[config.mk]
export PLATFORM = sky130hd
export DESIGN_NAME = iodelay_tap_sequencer
export DESIGN_NICKNAME = d
export VERILOG_FILES = /design/src/rtl/iodelay_tap_sequencer.sv
export SDC_FILE = /design/constraint.sdc
export NUM_CORES = 1
export LEC_CHECK = 0
export BUFFER_PORTS_ARGS = -buffer_cell sky130_fd_sc_hd__buf_2
export CAP_MARGIN = 20
export CORE_UTILIZATION = 51
export DETAILED_ROUTE_END_ITERATION = 8
export HOLD_SLACK_MARGIN = 0.12
export PLACE_DENSITY = 0.78
export SYNTH_ARGS = -nofsm -noshare
export SYNTH_HDL_FRONTEND = slang
export SYNTH_SLANG_ARGS = --single-unit
[constraint.sdc]
create_clock -name user_clk -period 5.5 [get_ports user_clk]
set_clock_uncertainty 0.15 [all_clocks]
set_input_delay 0 -clock user_clk [delete_from_list [all_inputs] [get_ports user_clk]]
set_output_delay 0 -clock user_clk [all_outputs]
set_load 0.05 [all_outputs]
[src/rtl/iodelay_tap_sequencer.sv]
`timescale 1ns/1ps
`default_nettype none
// ============================================================================
// Module      : iodelay_tap_sequencer
// Description : Turns a software command word into one-tap-at-a-time IODELAY
//               CE/INC/RST pulse trains and tracks the tap of every lane.
// Revision    : 1.0 - initial release
// ============================================================================
module iodelay_tap_sequencer #(
    parameter int N_LANES    = 8,
    parameter int TAP_W      = 6,
    parameter int SETTLE_CYC = 4,
    parameter int RST_CYC    = 2
) (
    input  logic               user_clk,
    input  logic               user_rst_n,
    input  logic [31:0]        cfg_word,
    output logic [N_LANES-1:0] dly_ce,
    output logic               dly_inc,
    output logic               dly_rst,
    output logic               busy,
    output logic [31:0]        status_word
);

    localparam int c_MAX_LANES = 8;
    localparam int c_CNT_MAX   = (SETTLE_CYC > RST_CYC) ? SETTLE_CYC : RST_CYC;
    localparam int c_CNT_W     = $clog2(c_CNT_MAX + 1);
    localparam logic [c_CNT_W-1:0] c_RST_LAST    = c_CNT_W'(RST_CYC - 1);
    localparam logic [c_CNT_W-1:0] c_SETTLE_LAST = c_CNT_W'(SETTLE_CYC - 1);

    typedef enum logic [2:0] {
        S_INIT   = 3'd0,
        S_RSTP   = 3'd1,
        S_IDLE   = 3'd2,
        S_LOAD   = 3'd3,
        S_CMP    = 3'd4,
        S_STEP   = 3'd5,
        S_SETTLE = 3'd6
    } state_t;

    state_t             r_state;
    logic [31:0]        r_cfg_q;
    logic               r_tog_last;
    logic               r_pend;
    logic [2:0]         r_pend_lane;
    logic [TAP_W-1:0]   r_pend_tgt;
    logic               r_pend_rall;
    logic [2:0]         r_req_lane;
    logic [TAP_W-1:0]   r_req_tgt;
    logic               r_req_rall;
    logic [2:0]         r_lane;
    logic [TAP_W-1:0]   r_tgt;
    logic               r_err;
    logic               r_from_rst;
    logic [c_CNT_W-1:0] r_cnt;
    logic [TAP_W-1:0]   r_tap [c_MAX_LANES];

    logic                   w_cmd;
    logic [TAP_W-1:0]       w_cur;
    logic [N_LANES-1:0]     w_ce_onehot;
    logic [c_MAX_LANES-1:0] w_lane_valid;
    logic [31:0]            w_status;
    logic                   w_unused_cfg;

    assign w_cmd        = r_cfg_q[31] != r_tog_last;
    assign w_cur        = r_tap[r_lane];
    assign w_unused_cfg = ^r_cfg_q;

    // Full 3-bit lane field is decoded; lanes at or above N_LANES are rejected.
    for (genvar i = 0; i < c_MAX_LANES; i++) begin : g_lane_valid
        assign w_lane_valid[i] = (i < N_LANES);
    end

    for (genvar i = 0; i < N_LANES; i++) begin : g_ce_onehot
        assign w_ce_onehot[i] = (r_lane == 3'(i));
    end

    always_comb begin
        w_status            = '0;
        w_status[TAP_W-1:0] = w_cur;
        w_status[10:8]      = r_lane;
        w_status[16]        = busy;
        w_status[17]        = r_err;
        w_status[18]        = r_pend;
    end

    always_ff @(posedge user_clk or negedge user_rst_n) begin
        if (!user_rst_n) begin
            r_state     <= S_INIT;
            r_cfg_q     <= '0;
            r_tog_last  <= 1'b0;
            r_pend      <= 1'b0;
            r_pend_lane <= '0;
            r_pend_tgt  <= '0;
            r_pend_rall <= 1'b0;
            r_req_lane  <= '0;
            r_req_tgt   <= '0;
            r_req_rall  <= 1'b0;
            r_lane      <= '0;
            r_tgt       <= '0;
            r_err       <= 1'b0;
            r_from_rst  <= 1'b0;
            r_cnt       <= '0;
            for (int i = 0; i < c_MAX_LANES; i++) r_tap[i] <= '0;
            dly_ce      <= '0;
            dly_inc     <= 1'b0;
            dly_rst     <= 1'b0;
            busy        <= 1'b1;
            status_word <= '0;
        end else begin
            r_cfg_q     <= cfg_word;
            status_word <= w_status;

            // Any toggle seen outside IDLE lands in the single pending slot.
            if (w_cmd && r_state != S_IDLE) begin
                r_tog_last  <= r_cfg_q[31];
                r_pend      <= 1'b1;
                r_pend_lane <= r_cfg_q[10:8];
                r_pend_tgt  <= r_cfg_q[TAP_W-1:0];
                r_pend_rall <= r_cfg_q[30];
            end

            case (r_state)
                S_INIT: begin
                    r_state <= S_RSTP;
                    r_cnt   <= '0;
                    dly_rst <= 1'b1;
                    busy    <= 1'b1;
                end
                S_RSTP: begin
                    for (int i = 0; i < c_MAX_LANES; i++) r_tap[i] <= '0;
                    if (r_cnt == c_RST_LAST) begin
                        dly_rst    <= 1'b0;
                        r_from_rst <= 1'b1;
                        r_cnt      <= '0;
                        r_state    <= S_SETTLE;
                    end else begin
                        r_cnt <= r_cnt + 1'b1;
                    end
                end
                S_IDLE: begin
                    if (r_pend) begin
                        r_pend     <= 1'b0;
                        r_req_lane <= r_pend_lane;
                        r_req_tgt  <= r_pend_tgt;
                        r_req_rall <= r_pend_rall;
                        busy       <= 1'b1;
                        r_state    <= S_LOAD;
                    end else if (w_cmd) begin
                        r_tog_last <= r_cfg_q[31];
                        r_req_lane <= r_cfg_q[10:8];
                        r_req_tgt  <= r_cfg_q[TAP_W-1:0];
                        r_req_rall <= r_cfg_q[30];
                        busy       <= 1'b1;
                        r_state    <= S_LOAD;
                    end
                end
                S_LOAD: begin
                    if (r_req_rall) begin
                        r_err   <= 1'b0;
                        r_cnt   <= '0;
                        dly_rst <= 1'b1;
                        r_state <= S_RSTP;
                    end else if (!w_lane_valid[r_req_lane]) begin
                        r_err   <= 1'b1;
                        busy    <= 1'b0;
                        r_state <= S_IDLE;
                    end else begin
                        r_lane  <= r_req_lane;
                        r_tgt   <= r_req_tgt;
                        r_state <= S_CMP;
                    end
                end
                S_CMP: begin
                    if (w_cur == r_tgt) begin
                        busy    <= 1'b0;
                        r_state <= S_IDLE;
                    end else begin
                        dly_inc <= (r_tgt > w_cur);
                        dly_ce  <= w_ce_onehot;
                        r_state <= S_STEP;
                    end
                end
                S_STEP: begin
                    dly_ce <= '0;
                    if (dly_inc) r_tap[r_lane] <= w_cur + 1'b1;
                    else         r_tap[r_lane] <= w_cur - 1'b1;
                    r_from_rst <= 1'b0;
                    r_cnt      <= '0;
                    r_state    <= S_SETTLE;
                end
                S_SETTLE: begin
                    if (r_cnt == c_SETTLE_LAST) begin
                        r_cnt <= '0;
                        if (r_from_rst) begin
                            busy    <= 1'b0;
                            r_state <= S_IDLE;
                        end else begin
                            r_state <= S_CMP;
                        end
                    end else begin
                        r_cnt <= r_cnt + 1'b1;
                    end
                end
                default: begin
                    dly_ce  <= '0;
                    dly_rst <= 1'b0;
                    busy    <= 1'b1;
                    r_state <= S_INIT;
                end
            endcase
        end
    end

endmodule
`default_nettype wire
==> results.md <==
- Root Driver: clkbuf_8
- Gr ovfl total: 0
- Synthesis-to-finish area growth: 19.4%
- Ys Warns: 0
- IO buf count: 35
- Worst slew margin: 31.1%
- Slew Limit Fails: 0
- Post-Syn Area: 0.00570 mm²
- Global-route wire length before repair: 19400 µm
- Worst Reg-to-Reg Cells: 11
- Pwr/cell area: 624 mW/mm²
- Async S/R FF share, synth: 100%
- FF+latch count, synth: 121
- Synth area leaders: dfrtp_1 (53%), o21ai_0 (5.4%), mux2_2 (4.3%)
- Crit Path Class: reg2reg
- Pin slew with the least headroom to its limit: 1.03 ns
- TritonCTS clock tree: yes
- H-tree depth: 4
- Clock-pin slew on the worst setup and hold paths: 0.06 ns
- Max stage delay cell, worst path: dfrtp_1
- RSZ-0062 raised after global routing: no
- Register area share after synthesis: 53.2%
- LEAKAGE: 3.12 nW
- Post-Place Cells: 665
- Post-synth top area cell: dfrtp_1
- Post-layout nets: 617
- Fraction of layout instances using a drive strength above 1: 19.0%
- Cells after Synth: 520
- Filler Cell Count: 819
- Status: finished, final reports clean
- Commonest cells in the netlist: dfrtp_1 (120), o21ai_0 (62), nand3_1 (46)
- Gpl congestion: 0.856
- Worst EP required: 5.79 ns
- Post-synth EDFFs: 0
- Worst path arrival time: 4.32 ns
- Die Y: 108 µm
- Achievable frequency: 248 MHz
- Initial DRC count: 315
- Min-delay src: r_err
- DR WL/cell: 15.8 µm
- Core ar.: 0.0108 mm²
- DR vias/cell: 5.65
- Most common cell in the netlist: dfrtp_1
- Top FF cell, synth: dfrtp_1
- Critical path's most frequent cell: nor2_1
- Post-route clock period utilization: 73.4%
- Antenna cell count: 0
- Worst Setup End Kind: flop
- Maximum clock path buffer count: 2
- Reg2reg end: dly_ce[3]
- DRC viols: 0
- First-pass DRT Iterations: 5
- Syn Area/Cell: 11.0 µm²
- Layout Cells excl Fill: 723
- Peak supply drop: 0.339 mV
- Initial antenna violation count: 0
- Crit-path cells: nand2b_1 -> o32ai_1 -> nor3_1 -> inv_1 -> ha_1 -> nand4_1 -> nor2_1 -> nor2_1 -> o21ai_1 -> nand2_1 -> o31ai_1
- Post-CTS sizing: 0
- # clock sinks: 121
- Total CTS buffers: 17
- Dpl hpwl: 7230 µm
- DR vias: 4086
- Max Cap Viol: 0
- Post-Route WL: 11400 µm
- Pin count of the biggest net entering global routing: 77
- Initial Util: 52.6%
- Die width: 108 µm
- Distinct cells, synth: 51
- R2r setup slk: 1.46 ns
- Multi-input combinational cell area: 0.00239 mm²
- Worst path max stage delay: 1.02 ns
- Area taken by flip-flops and latches: 0.00303 mm²
- Clk_lat worst skew: 0.53 ns
- Gr usage total: 22.3%
- Crit. Startpoint: r_lane[0]
- Fin Hold WS: 0.233 ns
- Final Hold Fails: 0
- Via count of the first global-routing pass: 3949
- CP max FO: 19
- Worst r2r src: r_lane[0]
- Period minus WS final: 4.04 ns
- Tightest Hold Check Type: reg2reg
- Boundary Pins: 77
- Setup-failing EPs final: 0
- Setup_tns: 0 ns
- CP Capture Point: dly_ce[3]
- Site row count: 38
- Die area: 0.0116 mm²
- Post-synth top area share: 52.7%
- DRT antenna net count: 0
- Type of origin of the critical path: flop
state kept, by name, indices dropped and copies added, names as in the netlist:
register / count
busy: 1
r_tgt: 6
r_pend: 1
r_tog_last: 1
status_word: 12
r_req_lane: 3
r_pend_tgt: 6
r_req_rall: 1
r_tap: 48
r_pend_rall: 1
r_cnt: 3
r_state: 3
r_cfg_q: 11
dly_inc: 1
dly_ce: 8
r_req_tgt: 6
r_pend_lane: 3
r_from_rst: 1
r_lane: 3
r_err: 1
dly_rst: 1
cells in the final DEF (no fill, tap or decap), types with 9 or more instances in the layout:
cell type      instances
dlygate4sd3_1         24
ha_1                  13
dfrtp_1              120
mux2i_1               10
mux2_2                22
nand2_1               41
a21oi_1               10
o31ai_1                9
nor2_1                20
nand3_1               46
buf_2                 34
conb_1                20
inv_1                 16
o21ai_0               62
clkbuf_16             16
nor4_1                 9
logic make-up after synthesis:
family | share of synthesized area (%)
AOI/OAI and AO/OA | 12.6
xor gates and xnor gates | 0.769
adders and majority gates | 2.86
buffers and inverters | 6.11
DFF | 53.2
muxes | 11.9
other | 0.0658
and+or+nand+nor | 12.5
critical path, delay by kind of cell (launching register included):
| family | cells | cell delay [ns] |
|---|---|---|
| buffers and inverters | 1 | 0.16 |
| and+or+nand+nor | 6 | 1.23 |
| DFF | 1 | 1.02 |
| AOI/OAI and AO/OA | 3 | 1.05 |
| adders and majority gates | 1 | 0.33 |
power breakdown:
group / switching [mW] / leakage (nW) / internal, mW
clock network: 0.386 / 0.309 / 0.827
logic: 0.978 / 1.24 / 0.593
registers: 0.280 / 1.56 / 1.18
layer usage:
| metal | track usage (%) | vias to the layer above | wire length (µm) |
|---|---|---|---|
| met3 | 6.23 | 18 | 629 |
| met2 | 35.6 | 152 | 5740 |
| li1 | - | 1930 | - |
| met4 | 9.69 | 0 | 186 |
| met1 | 28.5 | 1986 | 4880 |
| met5 | 0 | - | 0 |
worst min path at each step:
stage	to	slack (ns)	depth (start not counted)
2_1_floorplan	dly_ce[0]	-0.45	0
3_3_place_gp	r_cfg_q[2]	-0.04	1
3_5_place_dp	r_cfg_q[3]	-0.04	1
4_1_cts	status_word[17]	0.24	0
5_1_grt	status_word[17]	0.26	0
6_report	status_word[17]	0.23	0
timing repair:
| item | in CTS | in global routing |
|---|---|---|
| setup buffers | 0 | 0 |
| hold buffers | 25 | 0 |
| hold endpoints to repair | 88 | 0 |
area by class of cell:
class	count	share of cell area [%]
clock buffers	20	6.25
flip-flops and latches	121	44.5
repair buffers	64	7.28
well taps	140	2.57
multi-input cells	349	35.1
clock inverters	12	3.27
inverters	17	0.938
per-stage QoR:
| stage | total power [mW] | worst slack (ns) | area [µm²] | util [%] |
|---|---|---|---|---|
| finish | 4.24 | 1.46 | 6800 | 62.8 |
| global route | 4.53 | 1.12 | 6800 | 62.8 |
| CTS | 4.24 | 1.49 | 6780 | 62.5 |
| detailed placement | 3.00 | 1.48 | 5860 | 54.1 |
| global placement | 2.91 | 1.58 | 5860 | 54.1 |
| floorplan | 2.65 | 2.31 | 5770 | - |
(Power assumes the default switching activity.)
